`config.mk`:
```
export PLATFORM = sky130hd
export DESIGN_NAME = axil_reg_slave
export DESIGN_NICKNAME = d
export VERILOG_FILES = /design/src/rtl/axil_pkg.sv /design/src/rtl/axil_hold_slot.sv /design/src/rtl/axil_reg_slave.sv
export SDC_FILE = /design/constraint.sdc
export NUM_CORES = 1
export LEC_CHECK = 0
export CAP_MARGIN = 40
export CORE_AREA = 2 2 456 458
export CTS_BUF_LIST = sky130_fd_sc_hd__clkbuf_4 sky130_fd_sc_hd__clkbuf_8 sky130_fd_sc_hd__clkbuf_16
export DETAILED_ROUTE_END_ITERATION = 10
export DIE_AREA = 0 0 458 460
export GPL_TIMING_DRIVEN = 1
export SYNTH_ARGS = -nofsm -noshare
export SYNTH_HDL_FRONTEND = slang
export SYNTH_SLANG_ARGS = --single-unit
```
`constraint.sdc`:
```
create_clock -name clk -period 2 [get_ports clk]
set_input_delay 0.2 -clock clk [delete_from_list [all_inputs] [get_ports clk]]
set_output_delay 0.2 -clock clk [all_outputs]
set_load 0.02 [all_outputs]
```
`src/rtl/axil_pkg.sv`:
```
// Shared AXI4-Lite response codes and channel widths for the register slave.
package axil_pkg;

    localparam int AXIL_PROT_W = 3;
    localparam int AXIL_RESP_W = 2;

    typedef enum logic [1:0] {
        OKAY   = 2'b00,
        EXOKAY = 2'b01,
        SLVERR = 2'b10,
        DECERR = 2'b11
    } axil_resp_e;

endpackage

```
`src/rtl/axil_hold_slot.sv`:
```
// One-entry capture register for an AXI-Lite request channel.
// full_o/data_o also reflect a beat being accepted this cycle, so a commit can use it on the same edge.
module axil_hold_slot #(
    parameter int W = 8
) (
    input  logic         clk,
    input  logic         rst_n,
    input  logic         valid_i,
    input  logic         block_i,
    input  logic [W-1:0] data_i,
    input  logic         clear_i,
    output logic         ready_o,
    output logic         full_o,
    output logic [W-1:0] data_o
);

    logic         full_q, full_d;
    logic [W-1:0] data_q, data_d;
    logic         fire;

    assign ready_o = !full_q && !block_i;
    assign fire    = valid_i && ready_o;
    assign full_o  = full_q || fire;
    assign data_o  = full_q ? data_q : data_i;

    always_comb begin
        full_d = full_q;
        data_d = data_q;
        if (fire) begin
            full_d = 1'b1;
            data_d = data_i;
        end
        if (clear_i) begin
            full_d = 1'b0;
        end
    end

    always_ff @(posedge clk or negedge rst_n) begin
        if (!rst_n) begin
            full_q <= 1'b0;
            data_q <= '0;
        end else begin
            full_q <= full_d;
            data_q <= data_d;
        end
    end

endmodule

```
`src/rtl/axil_reg_slave.sv`:
```
// AXI4-Lite register file slave with byte strobes, DECERR/SLVERR responses,
// per-register write pulses and hardware load ports.
module axil_reg_slave
    import axil_pkg::*;
#(
    parameter int                  AXI_DWIDTH = 32,
    parameter int                  AXI_AWIDTH = 12,
    parameter int                  NUM_REGS   = 16,
    parameter logic [NUM_REGS-1:0] RO_MASK    = '0
) (
    input  logic                           clk,
    input  logic                           rst_n,
    input  logic [AXI_AWIDTH-1:0]          AWADDR,
    input  logic                           AWVALID,
    input  logic [AXIL_PROT_W-1:0]         AWPROT,
    output logic                           AWREADY,
    input  logic [AXI_DWIDTH-1:0]          WDATA,
    input  logic [AXI_DWIDTH/8-1:0]        WSTRB,
    input  logic                           WVALID,
    output logic                           WREADY,
    output logic                           BVALID,
    output logic [AXIL_RESP_W-1:0]         BRESP,
    input  logic                           BREADY,
    input  logic [AXI_AWIDTH-1:0]          ARADDR,
    input  logic                           ARVALID,
    input  logic [AXIL_PROT_W-1:0]         ARPROT,
    output logic                           ARREADY,
    output logic [AXI_DWIDTH-1:0]          RDATA,
    output logic [AXIL_RESP_W-1:0]         RRESP,
    output logic                           RVALID,
    input  logic                           RREADY,
    output logic [NUM_REGS*AXI_DWIDTH-1:0] reg_q,
    output logic [NUM_REGS-1:0]            wr_pulse,
    input  logic [NUM_REGS-1:0]            hw_wr_en,
    input  logic [NUM_REGS*AXI_DWIDTH-1:0] hw_wr_data
);

    localparam int SW        = AXI_DWIDTH / 8;
    localparam int LANE_BITS = $clog2(SW);

    logic                  aw_have, w_have, commit;
    logic [AXI_AWIDTH-1:0] aw_addr, widx, ridx;
    logic [AXI_DWIDTH+SW-1:0] w_bus;
    logic                  w_mapped, w_ro, r_mapped, ar_fire;
    logic [NUM_REGS-1:0]   sw_we;
    logic [AXI_DWIDTH-1:0] rd_word;

    logic                  bvalid_q, bvalid_d;
    axil_resp_e            bresp_q, bresp_d;
    logic [NUM_REGS-1:0]   wr_pulse_q;
    logic                  rvalid_q, rvalid_d;
    axil_resp_e            rresp_q, rresp_d;
    logic [AXI_DWIDTH-1:0] rdata_q, rdata_d;

    logic unused_prot;
    assign unused_prot = ^{AWPROT, ARPROT};

    axil_hold_slot #(.W(AXI_AWIDTH)) u_aw_slot (
        .clk     (clk),
        .rst_n   (rst_n),
        .valid_i (AWVALID),
        .block_i (bvalid_q),
        .data_i  (AWADDR),
        .clear_i (commit),
        .ready_o (AWREADY),
        .full_o  (aw_have),
        .data_o  (aw_addr)
    );

    axil_hold_slot #(.W(AXI_DWIDTH + SW)) u_w_slot (
        .clk     (clk),
        .rst_n   (rst_n),
        .valid_i (WVALID),
        .block_i (bvalid_q),
        .data_i  ({WSTRB, WDATA}),
        .clear_i (commit),
        .ready_o (WREADY),
        .full_o  (w_have),
        .data_o  (w_bus)
    );

    assign commit   = aw_have && w_have;
    assign widx     = aw_addr >> LANE_BITS;
    assign w_mapped = widx < AXI_AWIDTH'(NUM_REGS);

    // RO registers never see a software enable, so a hardware load still lands on them
    always_comb begin
        w_ro  = 1'b0;
        sw_we = '0;
        for (int i = 0; i < NUM_REGS; i++) begin
            if (widx == AXI_AWIDTH'(i)) begin
                w_ro     = RO_MASK[i];
                sw_we[i] = commit && !RO_MASK[i];
            end
        end
    end

    always_comb begin
        bvalid_d = bvalid_q;
        bresp_d  = bresp_q;
        if (commit) begin
            bvalid_d = 1'b1;
            bresp_d  = !w_mapped ? DECERR : (w_ro ? SLVERR : OKAY);
        end else if (bvalid_q && BREADY) begin
            bvalid_d = 1'b0;
        end
    end

    assign ARREADY  = !rvalid_q || RREADY;
    assign ar_fire  = ARVALID && ARREADY;
    assign ridx     = ARADDR >> LANE_BITS;
    assign r_mapped = ridx < AXI_AWIDTH'(NUM_REGS);

    always_comb begin
        rd_word = '0;
        for (int i = 0; i < NUM_REGS; i++) begin
            if (ridx == AXI_AWIDTH'(i)) begin
                rd_word = reg_q[i*AXI_DWIDTH +: AXI_DWIDTH];
            end
        end
    end

    always_comb begin
        rvalid_d = rvalid_q;
        rresp_d  = rresp_q;
        rdata_d  = rdata_q;
        if (ar_fire) begin
            rvalid_d = 1'b1;
            rresp_d  = r_mapped ? OKAY : DECERR;
            rdata_d  = rd_word;
        end else if (RREADY) begin
            rvalid_d = 1'b0;
        end
    end

    always_ff @(posedge clk or negedge rst_n) begin
        if (!rst_n) begin
            bvalid_q   <= 1'b0;
            bresp_q    <= OKAY;
            wr_pulse_q <= '0;
            rvalid_q   <= 1'b0;
            rresp_q    <= OKAY;
            rdata_q    <= '0;
        end else begin
            bvalid_q   <= bvalid_d;
            bresp_q    <= bresp_d;
            wr_pulse_q <= sw_we;
            rvalid_q   <= rvalid_d;
            rresp_q    <= rresp_d;
            rdata_q    <= rdata_d;
        end
    end

    assign BVALID   = bvalid_q;
    assign BRESP    = bresp_q;
    assign wr_pulse = wr_pulse_q;
    assign RVALID   = rvalid_q;
    assign RRESP    = rresp_q;
    assign RDATA    = rdata_q;

    function automatic logic [AXI_DWIDTH-1:0] merge_bytes(
        input logic [AXI_DWIDTH-1:0] old_w,
        input logic [AXI_DWIDTH-1:0] new_w,
        input logic [SW-1:0]         strb
    );
        logic [AXI_DWIDTH-1:0] res;
        res = old_w;
        for (int j = 0; j < SW; j++) begin
            if (strb[j]) res[j*8 +: 8] = new_w[j*8 +: 8];
        end
        return res;
    endfunction

    for (genvar gi = 0; gi < NUM_REGS; gi++) begin : g_reg
        logic [AXI_DWIDTH-1:0] r_q;

        // Software beats hardware when both hit the same register on one edge
        always_ff @(posedge clk or negedge rst_n) begin
            if (!rst_n) begin
                r_q <= '0;
            end else if (sw_we[gi]) begin
                r_q <= merge_bytes(r_q, w_bus[AXI_DWIDTH-1:0], w_bus[AXI_DWIDTH +: SW]);
            end else if (hw_wr_en[gi]) begin
                r_q <= hw_wr_data[gi*AXI_DWIDTH +: AXI_DWIDTH];
            end
        end

        assign reg_q[gi*AXI_DWIDTH +: AXI_DWIDTH] = r_q;
    end

endmodule
```
==> results.cfg <==
[clock_tree]
cts.sinks = 612
cts_buffer_depth = 3
cts_tree = yes
path_clk_slew_ns = 0.06
clk_latency_ns = 0.76
numCtsBuffers = 82
cts-root-buf = clkbuf_16
h-tree-depth = 3

[timing]
report.final.slew_viol_count = 0
fmaxAchievable_ghz = 0.393
worst_pin_slew_ns = 0.968
setup_viol = 1032
fin_hold_ws_ns = 0.0801
fin_skew_ns = 0.0419
final-hold-violation-count = 0
rsz0062_at_grt = true
fin_ws_ns = -0.546
period_minus_slack_ns = 2.55
relSlewSlack = 0.355
fin_setup_tns_ns = -309.14
min_period_over_period = 1.27

[power]
switching_share = 0.411
leakage_nw = 22.2
p_clk_frac = 0.295
power_density_nw_per_um2 = 921
power_mw = 54.5
ir_drop_v = 0.000734
comb_power_share = 0.406
seqPwrFrac = 0.299
p_sw_mw = 22.4
internal_power_mw = 32.1

[yosys]
synthDistinctLibCells = 76
synth_area_leaders = dfrtp_1, o221a_2, o221a_1, nand2_1, mux2_2
synth-seq-area-share = 0.470
synthFlopType = dfrtp_1
yosys_warnings = 0
async_reset_ff_frac = 1.00
synth_common_cells = dfrtp_1, nand2_1, o221a_2
syn_inst = 3116
yosysMostFrequentCell = dfrtp_1
syn_nets = 3717
synth_top_area_share = 0.470
syn_avg_cell_area_um2 = 10.5
synth_area_um2 = 32600
yosysTopAreaCell = dfrtp_1
synth-edff-count = 0
ys_ff_latch = 612

[global_route]
grt_usage = 0.301
grt_pass1_vias = 38017
antenna_found_initial = 130
grt_overflow = 0
grt_max_degree = 76
grt_pass1_wl_mm = 414

[route]
ant_nets = 0
maxUsedRoutingLayer = met5
drt_first_pass_iters = 5
dr_wl_met3_mm = 32.0
vias = 38797
wl_per_cell_um = 42.5
drt-total-wl_mm = 328
wl_met2_mm = 143
viasPerCell = 5.02
drc_errors = 0
dr.first_iter.drc_count = 4608
wl_met1_mm = 138

[die]
die_y_um = 460
start_util = 0.158
die_area_um2 = 211000
core-area_um2 = 206000
die_width_um = 458
io_pins = 1170
rows = 167

[placement]
dp_hpwl_mm = 274
postPlaceCellArea_um2 = 54600
pre_cts_ws_ns = -1.24
gp_congestion = 0.987
io_buffer_count = 1159

[run_status]
failed_checks = setup timing
status = complete, but fails checks

[job]
cap_violations = 0

[worst_hold_path]
worstHoldEndpoint = g_reg[0].r_q[29]$_DFFE_PN0P_
holdCritStartpoint = hw_wr_data[29]
hold_path_depth = 2
hold_path_class = in -> reg

[critical_path]
reg2regPathDepth = 10
cp.required_ns = 2.67
r2r_slack_ns = -0.55
arrival_ns = 3.22
r2r_start = u_aw_slot.full_q$_DFFE_PN0P_
endpoint_kind = flop
timing.rr.end = g_reg[13].r_q[11]$_DFFE_PN0P_
cp_max_fo = 8
critical_path_class = reg -> reg
start_kind = flop

[finish]
final_layout_size_suffix_gt1_frac = 0.327
post-route-cell-area_um2 = 59200
area_delta_synth_final_pct = 81.7
nets = 5499
[worst max-delay path by stage]
stage,to,slack (ns),from,cells past startpoint
floorplan,g_reg[6].r_q[27]$_DFFE_PN0P_,-0.12,u_aw_slot.full_q$_DFFE_PN0P_,7
global placement,RDATA[24]$_DFFE_PN0P_,-1.29,ARADDR[11],12
detailed placement,RDATA[24]$_DFFE_PN0P_,-1.24,ARADDR[11],12
CTS,g_reg[13].r_q[11]$_DFFE_PN0P_,-0.50,u_aw_slot.data_q[8]$_DFFE_PN0P_,10
global route,g_reg[13].r_q[23]$_DFFE_PN0P_,-0.60,u_aw_slot.full_q$_DFFE_PN0P_,10
finish,g_reg[13].r_q[11]$_DFFE_PN0P_,-0.55,u_aw_slot.full_q$_DFFE_PN0P_,10
[power by group through the flow]
| stage | logic, mW | clock network (mW) | registers (mW) |
|---|---|---|---|
| 2_1_floorplan | 5.62 | 0 | 16.4 |
| 3_3_place_gp | 21.0 | 0 | 16.4 |
| 3_5_place_dp | 21.1 | 0 | 16.4 |
| 4_1_cts | 21.5 | 16.3 | 16.2 |
| 5_1_grt | 22.6 | 16.8 | 16.4 |
| 6_report | 22.1 | 16.1 | 16.3 |
[through the flow]
step,utilization,std cells
2_1_floorplan,-,3116
3_3_place_gp,0.265,7453
3_5_place_dp,0.265,7455
4_1_cts,0.284,7645
5_1_grt,0.287,7706
6_report,0.287,7722
[what timing repair did]
item	in CTS	in global routing
cloned	9	2
pin swaps	51	65
endpoints found under the setup margin	1055	1056
hold buffers	2	0
hold endpoints to repair	471	0
setup buffers	31	20
resized for setup	130	56
[state kept, by name (all words and copies together) (netlist names)]
name              cells
u_aw_slot.data_q     10
g.r_q               512
u_w_slot.data_q      36
RRESP                 1
RDATA                32
wr_pulse             16
RVALID                1
BVALID                1
u_aw_slot.full_q      1
u_w_slot.full_q       1
BRESP                 1
[routing by layer]
metal	global-route usage	vias up
li1	-	15687
met1	0.392	19916
met2	0.458	2666
met3	0.0938	484
met4	0.123	44
met5	0	-
[worst max-delay path, cell delays in order (launching register included)]
cell	delay, ns
dfrtp_2	0.45
buf_6	0.13
nor3_4	0.15
nand2_4	0.15
buf_12	0.18
buf_12	0.15
a2111oi_4	0.43
buf_6	0.19
nor2_4	0.08
nor2_4	0.28
o221a_2	0.24
[cell type report]
cell class | count | area [um^2]
diodes | 55 | 138
clock buffers | 106 | 2310
clock inverters | 43 | 549
fillers | 21455 | 147000
inverters | 12 | 45.0
multi-input cells | 2221 | 17000
flip-flops and latches | 612 | 15300
well taps | 2704 | 3380
repair buffers | 1969 | 20500
[logic make-up (layout without fill, tap and decap cells)]
kind of cell / Yosys count / after routing / share of synthesized area
AND/OR/NAND/NOR: 1048 / 1048 / 0.148
AO/OA/AOI/OAI: 1019 / 1019 / 0.294
multiplexers: 154 / 154 / 0.0512
buffers and inverters: 283 / 2130 / 0.0374
other: 0 / 55 / 0
flip-flops: 612 / 612 / 0.470
[cells in the final DEF, fill, tap and decap left out, types with 27 or more instances in the layout]
cell type	n
nand3_1	38
buf_6	27
o221a_2	290
mux2_2	72
nor3_1	34
clkdlybuf4s50_1	1103
o221a_1	215
dfrtp_1	609
mux2i_1	75
nor2b_1	40
o21ai_0	81
nor2_4	104
diode_2	55
nand2_1	604
buf_12	205
o211ai_1	32
clkbuf_16	84
buf_4	613
nor2_1	114
a21oi_1	107
No activity file was read; power rests on OpenSTA's default activity.
